[src/rtl/mp3_pkg.sv]
// Shared MP3 serial protocol definitions: frame marker bytes, reply CMD codes,
// parser/receiver state encodings and the frame checksum helper.
package mp3_pkg;

  localparam logic [7:0] SOF = 8'h7E;
  localparam logic [7:0] VER = 8'hFF;
  localparam logic [7:0] LEN = 8'h06;
  localparam logic [7:0] EOF = 8'hEF;

  localparam logic [7:0] CMD_TRACK_DONE = 8'h3D;
  localparam logic [7:0] CMD_INIT_DONE  = 8'h3F;
  localparam logic [7:0] CMD_ERROR      = 8'h40;
  localparam logic [7:0] CMD_ACK        = 8'h41;

  typedef enum logic [3:0] {
    ST_IDLE, ST_VER, ST_LEN, ST_CMD, ST_FB, ST_P1, ST_P2, ST_CKH, ST_CKL, ST_EOF
  } parse_state_e;

  typedef enum logic [1:0] {RX_IDLE, RX_START, RX_DATA, RX_STOP} rx_state_e;

  typedef struct packed {
    logic [7:0]  cmd;
    logic        fb;
    logic [15:0] param;
  } resp_t;

  // Sum of the checksummed frame bytes; VER and LEN are fixed once the header matched.
  function automatic logic [15:0] frame_sum(input logic [7:0] cmd, input logic [7:0] fb,
                                            input logic [7:0] p1, input logic [7:0] p2);
    return 16'(VER) + 16'(LEN) + 16'(cmd) + 16'(fb) + 16'(p1) + 16'(p2);
  endfunction

endpackage

[src/rtl/uart_rx_byte.sv]
// 8N1 byte receiver: 2-FF rx synchroniser, mid-bit sampling baud counter, LSB-first shifter.
module uart_rx_byte
  import mp3_pkg::*;
#(
  parameter int unsigned BIT_CYC = 5208
) (
  input  logic       clk,
  input  logic       rst_n,
  input  logic       i_rx,
  output logic [7:0] o_byte,
  output logic       o_byte_valid,
  output logic       o_stop_err,
  output logic       o_idle_c
);

  localparam int unsigned HALF_CYC = BIT_CYC / 2;
  localparam int unsigned CNT_W    = $clog2(BIT_CYC);

  logic [2:0]       r_sync;
  rx_state_e        r_state, w_state_nxt;
  logic [CNT_W-1:0] r_cnt, w_cnt_nxt;
  logic [2:0]       r_bit, w_bit_nxt;
  logic [7:0]       r_shift, w_shift_nxt;
  logic             r_valid, w_valid_nxt;
  logic             r_err, w_err_nxt;
  logic             w_rx, w_fall, w_tick, w_half;

  // [1:0] synchronise, [2] holds the previous synchronised level for edge detection
  always_ff @(posedge clk or negedge rst_n) begin
    if (!rst_n) r_sync <= 3'b111;
    else        r_sync <= {r_sync[1:0], i_rx};
  end

  assign w_rx   = r_sync[1];
  assign w_fall = r_sync[2] & ~r_sync[1];
  assign w_tick = (r_cnt == CNT_W'(BIT_CYC - 1));
  assign w_half = (r_cnt == CNT_W'(HALF_CYC - 1));

  always_ff @(posedge clk or negedge rst_n) begin
    if (!rst_n) r_state <= RX_IDLE;
    else        r_state <= w_state_nxt;
  end

  always_comb begin
    w_state_nxt = r_state;
    case (r_state)
      RX_IDLE:  if (w_fall) w_state_nxt = RX_START;
      RX_START: if (w_half) w_state_nxt = w_rx ? RX_IDLE : RX_DATA;
      RX_DATA:  if (w_tick && (r_bit == 3'd7)) w_state_nxt = RX_STOP;
      RX_STOP:  if (w_tick) w_state_nxt = RX_IDLE;
      default:  w_state_nxt = RX_IDLE;
    endcase
  end

  always_comb begin
    w_cnt_nxt   = r_cnt + CNT_W'(1);
    w_bit_nxt   = r_bit;
    w_shift_nxt = r_shift;
    w_valid_nxt = 1'b0;
    w_err_nxt   = 1'b0;
    case (r_state)
      RX_IDLE: w_cnt_nxt = '0;
      RX_START: begin
        if (w_half) begin
          w_cnt_nxt = '0;
          w_bit_nxt = '0;
        end
      end
      RX_DATA: begin
        if (w_tick) begin
          w_cnt_nxt   = '0;
          w_shift_nxt = {w_rx, r_shift[7:1]};
          w_bit_nxt   = r_bit + 3'd1;
        end
      end
      RX_STOP: begin
        if (w_tick) begin
          w_cnt_nxt   = '0;
          w_valid_nxt = w_rx;
          w_err_nxt   = ~w_rx;
        end
      end
      default: w_cnt_nxt = '0;
    endcase
  end

  always_ff @(posedge clk or negedge rst_n) begin
    if (!rst_n) begin
      r_cnt   <= '0;
      r_bit   <= '0;
      r_shift <= '0;
      r_valid <= 1'b0;
      r_err   <= 1'b0;
    end else begin
      r_cnt   <= w_cnt_nxt;
      r_bit   <= w_bit_nxt;
      r_shift <= w_shift_nxt;
      r_valid <= w_valid_nxt;
      r_err   <= w_err_nxt;
    end
  end

  assign o_byte       = r_shift;
  assign o_byte_valid = r_valid;
  assign o_stop_err   = r_err;
  assign o_idle_c     = (r_state == RX_IDLE);

endmodule

[src/rtl/mp3_resp_rx.sv]
// MP3 module reply receiver: frames 7E FF 06 CMD FB P1 P2 CKH CKL EF, checks the checksum.
// Build option MP3_RX_TIMEOUT_EN adds an inter-byte idle timeout inside a frame.
module mp3_resp_rx
  import mp3_pkg::*;
#(
  parameter int unsigned CLK_HZ       = 50_000_000,
  parameter int unsigned BAUD         = 9600,
  parameter int unsigned TIMEOUT_BITS = 20
) (
  input  logic        clk,
  input  logic        rst_n,
  input  logic        rx,
  output logic        resp_valid,
  output logic [7:0]  resp_cmd,
  output logic        resp_fb,
  output logic [15:0] resp_param,
  output logic        err_chk,
  output logic        err_frame
);

  localparam int unsigned BIT_CYC = CLK_HZ / BAUD;
  localparam int unsigned TO_CYC  = TIMEOUT_BITS * BIT_CYC;

  logic [7:0]   w_byte;
  logic         w_byte_valid, w_stop_err, w_rx_idle, w_timeout;
  parse_state_e r_state, w_state_nxt, w_resync;
  logic [7:0]   r_cmd, r_fb, r_p1, r_p2, r_ckh, r_ckl;
  logic [15:0]  w_total;
  logic         w_valid_nxt, w_chk_nxt, w_frame_nxt;
  logic         r_valid, r_chk, r_frame;
  resp_t        r_resp;

  uart_rx_byte #(.BIT_CYC(BIT_CYC)) u_rx (
    .clk          (clk),
    .rst_n        (rst_n),
    .i_rx         (rx),
    .o_byte       (w_byte),
    .o_byte_valid (w_byte_valid),
    .o_stop_err   (w_stop_err),
    .o_idle_c     (w_rx_idle)
  );

`ifdef MP3_RX_TIMEOUT_EN
  localparam int unsigned TO_W = $clog2(TO_CYC + 1);
  logic [TO_W-1:0] r_to_cnt;

  // Idle time inside a frame, only while the receiver is waiting for a start bit
  always_ff @(posedge clk or negedge rst_n) begin
    if (!rst_n)                                              r_to_cnt <= '0;
    else if (w_byte_valid || (r_state == ST_IDLE) || w_timeout) r_to_cnt <= '0;
    else if (w_rx_idle)                                      r_to_cnt <= r_to_cnt + TO_W'(1);
  end

  assign w_timeout = (r_state != ST_IDLE) && w_rx_idle && !w_byte_valid && !w_stop_err &&
                     (r_to_cnt == TO_W'(TO_CYC - 1));
`else
  logic w_unused_to;
  assign w_unused_to = w_rx_idle ^ TO_CYC[0];
  assign w_timeout   = 1'b0;
`endif

  // A 7E that breaks a header/trailer check is taken as the start of a new frame
  assign w_resync = (w_byte == SOF) ? ST_VER : ST_IDLE;
  assign w_total  = frame_sum(r_cmd, r_fb, r_p1, r_p2) + {r_ckh, r_ckl};

  always_ff @(posedge clk or negedge rst_n) begin
    if (!rst_n) r_state <= ST_IDLE;
    else        r_state <= w_state_nxt;
  end

  always_comb begin
    w_state_nxt = r_state;
    if (w_stop_err || w_timeout) begin
      w_state_nxt = ST_IDLE;
    end else if (w_byte_valid) begin
      case (r_state)
        ST_IDLE: if (w_byte == SOF) w_state_nxt = ST_VER;
        ST_VER:  w_state_nxt = (w_byte == VER) ? ST_LEN : w_resync;
        ST_LEN:  w_state_nxt = (w_byte == LEN) ? ST_CMD : w_resync;
        ST_CMD:  w_state_nxt = ST_FB;
        ST_FB:   w_state_nxt = ST_P1;
        ST_P1:   w_state_nxt = ST_P2;
        ST_P2:   w_state_nxt = ST_CKH;
        ST_CKH:  w_state_nxt = ST_CKL;
        ST_CKL:  w_state_nxt = ST_EOF;
        ST_EOF:  w_state_nxt = (w_byte == EOF) ? ST_IDLE : w_resync;
        default: w_state_nxt = ST_IDLE;
      endcase
    end
  end

  always_comb begin
    w_valid_nxt = 1'b0;
    w_chk_nxt   = 1'b0;
    w_frame_nxt = w_stop_err | w_timeout;
    if (w_byte_valid) begin
      case (r_state)
        ST_VER: if (w_byte != VER) w_frame_nxt = 1'b1;
        ST_LEN: if (w_byte != LEN) w_frame_nxt = 1'b1;
        ST_EOF: begin
          if (w_byte != EOF)         w_frame_nxt = 1'b1;
          else if (w_total == 16'h0) w_valid_nxt = 1'b1;
          else                       w_chk_nxt   = 1'b1;
        end
        default: ;
      endcase
    end
  end

  always_ff @(posedge clk or negedge rst_n) begin
    if (!rst_n) begin
      r_cmd <= '0;
      r_fb  <= '0;
      r_p1  <= '0;
      r_p2  <= '0;
      r_ckh <= '0;
      r_ckl <= '0;
    end else if (w_byte_valid) begin
      case (r_state)
        ST_CMD:  r_cmd <= w_byte;
        ST_FB:   r_fb  <= w_byte;
        ST_P1:   r_p1  <= w_byte;
        ST_P2:   r_p2  <= w_byte;
        ST_CKH:  r_ckh <= w_byte;
        ST_CKL:  r_ckl <= w_byte;
        default: ;
      endcase
    end
  end

  always_ff @(posedge clk or negedge rst_n) begin
    if (!rst_n) begin
      r_valid <= 1'b0;
      r_chk   <= 1'b0;
      r_frame <= 1'b0;
      r_resp  <= '0;
    end else begin
      r_valid <= w_valid_nxt;
      r_chk   <= w_chk_nxt;
      r_frame <= w_frame_nxt;
      if (w_valid_nxt) r_resp <= '{cmd: r_cmd, fb: r_fb[0], param: {r_p1, r_p2}};
    end
  end

  assign resp_valid = r_valid;
  assign err_chk    = r_chk;
  assign err_frame  = r_frame;
  assign resp_cmd   = r_resp.cmd;
  assign resp_fb    = r_resp.fb;
  assign resp_param = r_resp.param;

endmodule

[config.mk]
export PLATFORM = sky130hd
export DESIGN_NAME = mp3_resp_rx
export DESIGN_NICKNAME = d
export VERILOG_FILES = /design/src/rtl/mp3_pkg.sv /design/src/rtl/uart_rx_byte.sv /design/src/rtl/mp3_resp_rx.sv
export SDC_FILE = /design/constraint.sdc
export NUM_CORES = 1
export LEC_CHECK = 0
export CAP_MARGIN = 20
export CORE_MARGIN = 2
export CORE_UTILIZATION = 40
export CTS_CLUSTER_SIZE = 40
export DETAILED_ROUTE_END_ITERATION = 12
export PLACE_DENSITY_LB_ADDON = 0.08
export SKIP_LAST_GASP = 1
export SLEW_MARGIN = 20
export SYNTH_ARGS = -nofsm -noshare
export SYNTH_HDL_FRONTEND = slang
export SYNTH_SLANG_ARGS = --single-unit
[constraint.sdc]
create_clock -name clk -period 7.1 [get_ports clk]
set_input_delay 1.065 -clock clk [delete_from_list [all_inputs] [get_ports clk]]
set_output_delay 1.065 -clock clk [all_outputs]
set_load 0.02 [all_outputs]
# After elaboration in Yosys (flattened, before gate mapping)
# Cells that the tools add are included.
# totals
ff_bits	111
inputBits	3
output_inout_bits	28
# classes
addsub	7
n_eq_ne	28
mux	37
bitwise_logic	2
reduce_logical	17
# op_table
op	count
$pmux 4 s10	1
$pmux 13 s3	1
$mux 13	2
$mux 1	18
$add 13x16->16	1
$eq 4x3->1 const B	4
$eq 8x8->1 const B	2
$logic_not 16->1	1
$ne 8x8->1 const B	2
$reduce_and 2->1	8
$mux 2	7
$add 12x8->13	1
$add 13x1->13 const B	1
$eq 13x12->1 const B	1
$eq 13x13->1 const B	1
$add 11x8->12	1
$mux 4	3
$add 10x8->11	1
$add 9x8->10 const A	1
$eq 4x2->1 const B	2
$eq 4x4->1 const B	2
$eq 8x3->1 const B	1
$eq 8x7->1 const B	1
$ne 2x1->1 const B	4
21 further kinds	24

# Depth between registers and ports, before layout
# depth
depth_word	10
mapped_depth	18
ltp_nobuf	17

# Hierarchy
# A second synthesis with hierarchy kept.
# unflattened
cells_unflattened	530
hier_area_um2	6223.5
# by_module_without_submodules
module	instances	cells_per_inst	area_each_um2
mp3_resp_rx	1	408	4767.1
uart_rx_byte	1	122	1456.4

# Worst setup path before layout
# OpenSTA, ideal clock, no wires.
# synth_timing
path_type	register -> register
from	reg r_p1[2]
to	reg r_resp, in the netlist resp_cmd[0]
arrival_ps	4804
t_required_ps	6975
slack_ps	2171
path_stages_with_launch	17
n_path_buf	1
period_less_slack_ps	4929
path_cell_list	dfrtp_1 -> fa_1 -> inv_1 -> fa_1 -> inv_1 -> fa_1 -> ha_1 -> inv_1 -> fa_1 -> nor4bb_1 -> o211a_1 -> nand2_1 -> or3_1 -> or4_4 -> nor4b_4 -> buf_6 -> mux2_4
# synth_between
elab_chain_cells	8
# synth_rtl
item	line	rtl
start: declaration	mp3_resp_rx.sv:27	logic [7:0] r_cmd, r_fb, r_p1, r_p2, r_ckh, r_ckl;
start signal: assignment	mp3_resp_rx.sv:122	ST_P1: r_p1 <= w_byte;
$add 11x8->12	mp3_pkg.sv:30	return 16'(VER) + 16'(LEN) + 16'(cmd) + 16'(fb) + 16'(p1) + 16'(p2);
$add 12x8->13	mp3_pkg.sv:30	
$add 13x16->16	mp3_resp_rx.sv:64	assign w_total = frame_sum(r_cmd, r_fb, r_p1, r_p2) + {r_ckh, r_ckl};
$logic_not 16->1	mp3_resp_rx.sv:102	else if (w_total == 16'h0) w_valid_nxt = 1'b1;
$mux 1	mp3_resp_rx.sv:102	
$mux 1	mp3_resp_rx.sv:101	if (w_byte != EOF) w_frame_nxt = 1'b1;
$mux 1	mp3_resp_rx.sv:97	case (r_state)
$mux 1	mp3_resp_rx.sv:96	if (w_byte_valid) begin
end signal: assignment	mp3_resp_rx.sv:141	if (w_valid_nxt) r_resp <= '{cmd: r_cmd, fb: r_fb[0], param: {r_p1, r_p2}};
end: declaration	mp3_resp_rx.sv:31	resp_t r_resp;
# Every way passes these cells.
# A chain may end at the register's enable or synchronous reset.

# Worst setup path after layout
# layout_timing
from	reg r_p1[2]
to	reg r_resp, in the netlist resp_param[2]
# The elaborated chain is that of the path after synthesis.

==> impl_metrics.py <==
metrics = {
    "routing": {
        "route.detailed.drc": 0,
        "drt-pass1-iter-count": 4,
        "vias": 3972,
        "first_iter_violations": 173,
        "route.detailed.wl_per_inst_um": 17.0,
        "drt-vias-per-instance": 5.29,
        "detail_route.wirelength_um": 12800,
        "antenna_violating_nets_post_route": 0,
    },
    "finish": {
        "areaGrowthSynthToFinish_pct": 11.7,
        "post-route-util_pct": 45.8,
        "layout.cells.most_common_list": "sky130_fd_sc_hd__dfrtp_1 (108), sky130_fd_sc_hd__mux2_2 (58), sky130_fd_sc_hd__inv_1 (51)",
        "layout-drive-gt1-share_pct": 19.7,
        "stdcell_count": 751,
        "multi_input_area_sq_um": 3130,
        "total_area_of_sequential_cells_sq_um": 2780,
        "layout.nets": 611,
        "layout_filler_cell_count": 1411,
        "most_common_cell_after_layout_fill_and_taps_aside": "sky130_fd_sc_hd__dfrtp_1",
        "antenna_cells_inserted": 0,
    },
    "clocking": {
        "cts_buffer_depth": 2,
        "cts_resized": 0,
        "worst_skew_pair.late_latency_ps": 360,
        "clk_pin_slew_ps": 70,
        "cts_buffers": 9,
        "tritoncts": "yes",
        "htreeDepth": 3,
        "cts_post_setup_buffers_inserted": 0,
        "cts.sink_count": 111,
        "cts_hold_buf": 0,
        "ctsRootBufferMaster": "sky130_fd_sc_hd__clkbuf_16",
    },
    "logic_synthesis": {
        "synth-edff-count": 0,
        "area_fraction_in_compound_gates_after_synthesis_pct": 7.17,
        "syn-num-nets": 591,
        "synth_xor_area_share_pct": 2.25,
        "postSynth.asyncResetShare_pct": 100,
        "per_instance_average_area_after_synthesis_sq_um": 11.6,
        "synth.cell_area_sq_um": 6230,
        "synth_area_leaders": "sky130_fd_sc_hd__dfrtp_1 (43%), sky130_fd_sc_hd__mux2_2 (10%), sky130_fd_sc_hd__fa_1 (7.7%)",
        "synth_top_family_by_area": "multiplexers",
        "synth_sequential_area_ratio_pct": 44.7,
        "synth.ff_latch_count": 111,
        "main_flop_type_after_synthesis": "sky130_fd_sc_hd__dfrtp_1",
        "syn_inst": 538,
        "synthDominantCellAreaShare_pct": 43.4,
        "synth.distinct_cells": 62,
        "synth-simple-area-share_pct": 11.7,
        "post_synth_fa_ha_maj_area_fraction_pct": 12.9,
        "muxShareOfSynthArea_pct": 16.0,
        "yosysWarningCount": 0,
        "synth_top_cell_by_area": "sky130_fd_sc_hd__dfrtp_1",
    },
    "critical_path": {
        "critical_path.max_fanout": 25,
        "worst_setup_path_endpoint": "resp_param[2]",
        "rr_endpoint": "resp_param[2]",
        "reg_to_reg_start": "r_p1[2]",
        "cp-startpoint": "r_p1[2]",
        "worstSetupPathType": "flop to flop",
        "start_kind": "flop",
        "timing.critical_path.required_ps": 7340,
        "r2r_cells": 16,
        "worstPathArrival_ps": 5570,
        "end_kind": "flop",
        "setup.reg_to_reg.worst_slack_ps": 1770,
    },
    "sta": {
        "setup_viol": 0,
        "finalCriticalPeriod_ps": 5330,
        "fin_tns_setup_ps": 0,
        "final.setup.worst_slack_ps": 1770,
        "worst_pin_slew_ps": 921,
        "rsz_0062_raised_after_global_routing": "no",
        "post-route-period-util_pct": 75.0,
        "drv_slew": 0,
        "finClkSkew_ps": 11.7,
        "maxSlewHeadroom_pct": 38.6,
        "worst_case_hold_slack_ps": 361,
        "timing_hold_violations_final": 0,
        "fmax_ghz": 0.188,
    },
    "place": {
        "portBuffers": 30,
        "placed_cells": 735,
        "detailed_place_hpwl_um": 9010,
        "place.gp.congestion": 0.864,
        "post-place-ws_ps": 1760,
    },
    "global_route": {
        "grt_pass1_vias": 3952,
        "grt_remaining_overflow": 0,
        "grt_first_pass_wirelength_um": 21000,
        "grt_max_degree": 72,
        "antenna_violations_before_repair": 0,
        "track_usage_pct": 16.5,
    },
    "die": {
        "initial_core_util_pct": 41.0,
        "die_y_um": 129,
        "placeableCoreArea_sq_um": 15200,
        "dieWidth_um": 129,
        "design.portCount": 31,
        "area_of_the_die_sq_um": 16600,
        "fp-row-count": 45,
    },
    "power": {
        "vdd_drop_max_uv": 144,
        "powerDensity_nw_per_um2": 180,
        "leakagePower_uw": 0.00329,
    },
    "run_status": {
        "outcome": "complete, no violations",
    },
    "job": {
        "drv_cap": 0,
    },
    "worst_hold_path": {
        "worst_hold_path_type": "flop to flop",
        "whs_path_depth": 0,
    },
}
-- report_power, final --
| part | switching (uW) | total, uW | internal [uW] | leakage (uW) |
|---|---|---|---|---|
| combinational | 40.2 | 66.6 | 26.4 | 0.00162 |
| clock | 259 | 509 | 250 | 0.000146 |
| sequential | 22.3 | 675 | 653 | 0.00152 |
| total | 322 | 1250 | 929 | 0.00329 |
-- Yosys cell counts (5+ instances only) --
library cell	number
sky130_fd_sc_hd__nand4_1	5
sky130_fd_sc_hd__nand2_1	32
sky130_fd_sc_hd__nor2_1	30
sky130_fd_sc_hd__nand2b_1	9
sky130_fd_sc_hd__a21o_1	5
sky130_fd_sc_hd__clkbuf_1	14
sky130_fd_sc_hd__ha_1	26
sky130_fd_sc_hd__nand3_1	12
sky130_fd_sc_hd__fa_1	24
sky130_fd_sc_hd__o21ai_0	12
sky130_fd_sc_hd__xnor2_1	6
sky130_fd_sc_hd__inv_1	51
sky130_fd_sc_hd__mux2_4	20
sky130_fd_sc_hd__a21oi_1	17
sky130_fd_sc_hd__nor3_1	11
sky130_fd_sc_hd__and3_1	6
sky130_fd_sc_hd__xor2_1	10
sky130_fd_sc_hd__mux2_2	58
sky130_fd_sc_hd__dfrtp_1	108
-- cells by family (layout without fill, tap and decap cells) --
logic type	after synthesis	count (layout)
mux	82	82
flops	111	111
xor+xnor	16	16
buf+inv	76	101
fa+ha+maj	50	50
compound gates	66	66
simple gates	137	137
-- per-layer routing --
metal,GRT usage [%],part of all wire [%],up-vias
met1,22.4,48,2006
met4,4.22,1.1,0
li1,-,-,1894
met5,0,0,-
met3,3.53,2.5,9
met2,27.2,49,63
-- worst min path at each step --
stage                        start        endpoint  slack, ps
CTS                 u_rx.r_sync[0]  u_rx.r_sync[1]        360
global route        u_rx.r_sync[0]  u_rx.r_sync[1]        360
global placement    u_rx.r_sync[0]  u_rx.r_sync[1]        350
detailed placement  u_rx.r_sync[0]  u_rx.r_sync[1]        350
finish              u_rx.r_sync[0]  u_rx.r_sync[1]        360
floorplan           u_rx.r_sync[0]  u_rx.r_sync[1]        350
-- sequential cells by signal (all words and copies together) (netlist names), 3 cells and up, named ones only --
name,cells
r_state,4
r_ckh,8
u_rx.r_bit,3
u_rx.r_sync,3
resp_cmd,8
r_ckl,8
r_fb,8
u_rx.o_byte,8
r_p1,8
resp_param,16
r_cmd,8
u_rx.r_cnt,13
r_p2,8
-- stage by stage --
step	power, uW	cell area (sq um)
3_5_place_dp	753	6650
6_report	1250	6960
3_3_place_gp	752	6650
4_1_cts	1270	6950
5_1_grt	1310	6960
2_1_floorplan	728	6230
-- worst max-delay path, stage by stage, from the launching register on --
cell and delay, ps:
sky130_fd_sc_hd__dfrtp_1 410, sky130_fd_sc_hd__fa_1 540, sky130_fd_sc_hd__inv_1 50, sky130_fd_sc_hd__fa_1 470, sky130_fd_sc_hd__inv_1 50, sky130_fd_sc_hd__fa_1 540
sky130_fd_sc_hd__ha_1 170, sky130_fd_sc_hd__inv_1 60, sky130_fd_sc_hd__fa_1 460, sky130_fd_sc_hd__nor4bb_1 350, sky130_fd_sc_hd__o211a_1 230, sky130_fd_sc_hd__nand2_1 50
sky130_fd_sc_hd__or3_1 320, sky130_fd_sc_hd__or4_4 440, sky130_fd_sc_hd__nor4b_4 210, sky130_fd_sc_hd__buf_4 460, sky130_fd_sc_hd__mux2_2 390
-- layout make-up --
cell class	instances	share of cell area, %
Multi-Input combinational cell	351	44.9
Sequential cell	111	40.0
Timing Repair Buffer	34	4.71
Tap cell	188	3.38
Clock buffer	9	3.24
Inverter	51	2.75
Clock inverter	7	1.02
Power figures use the tool's default switching activity.
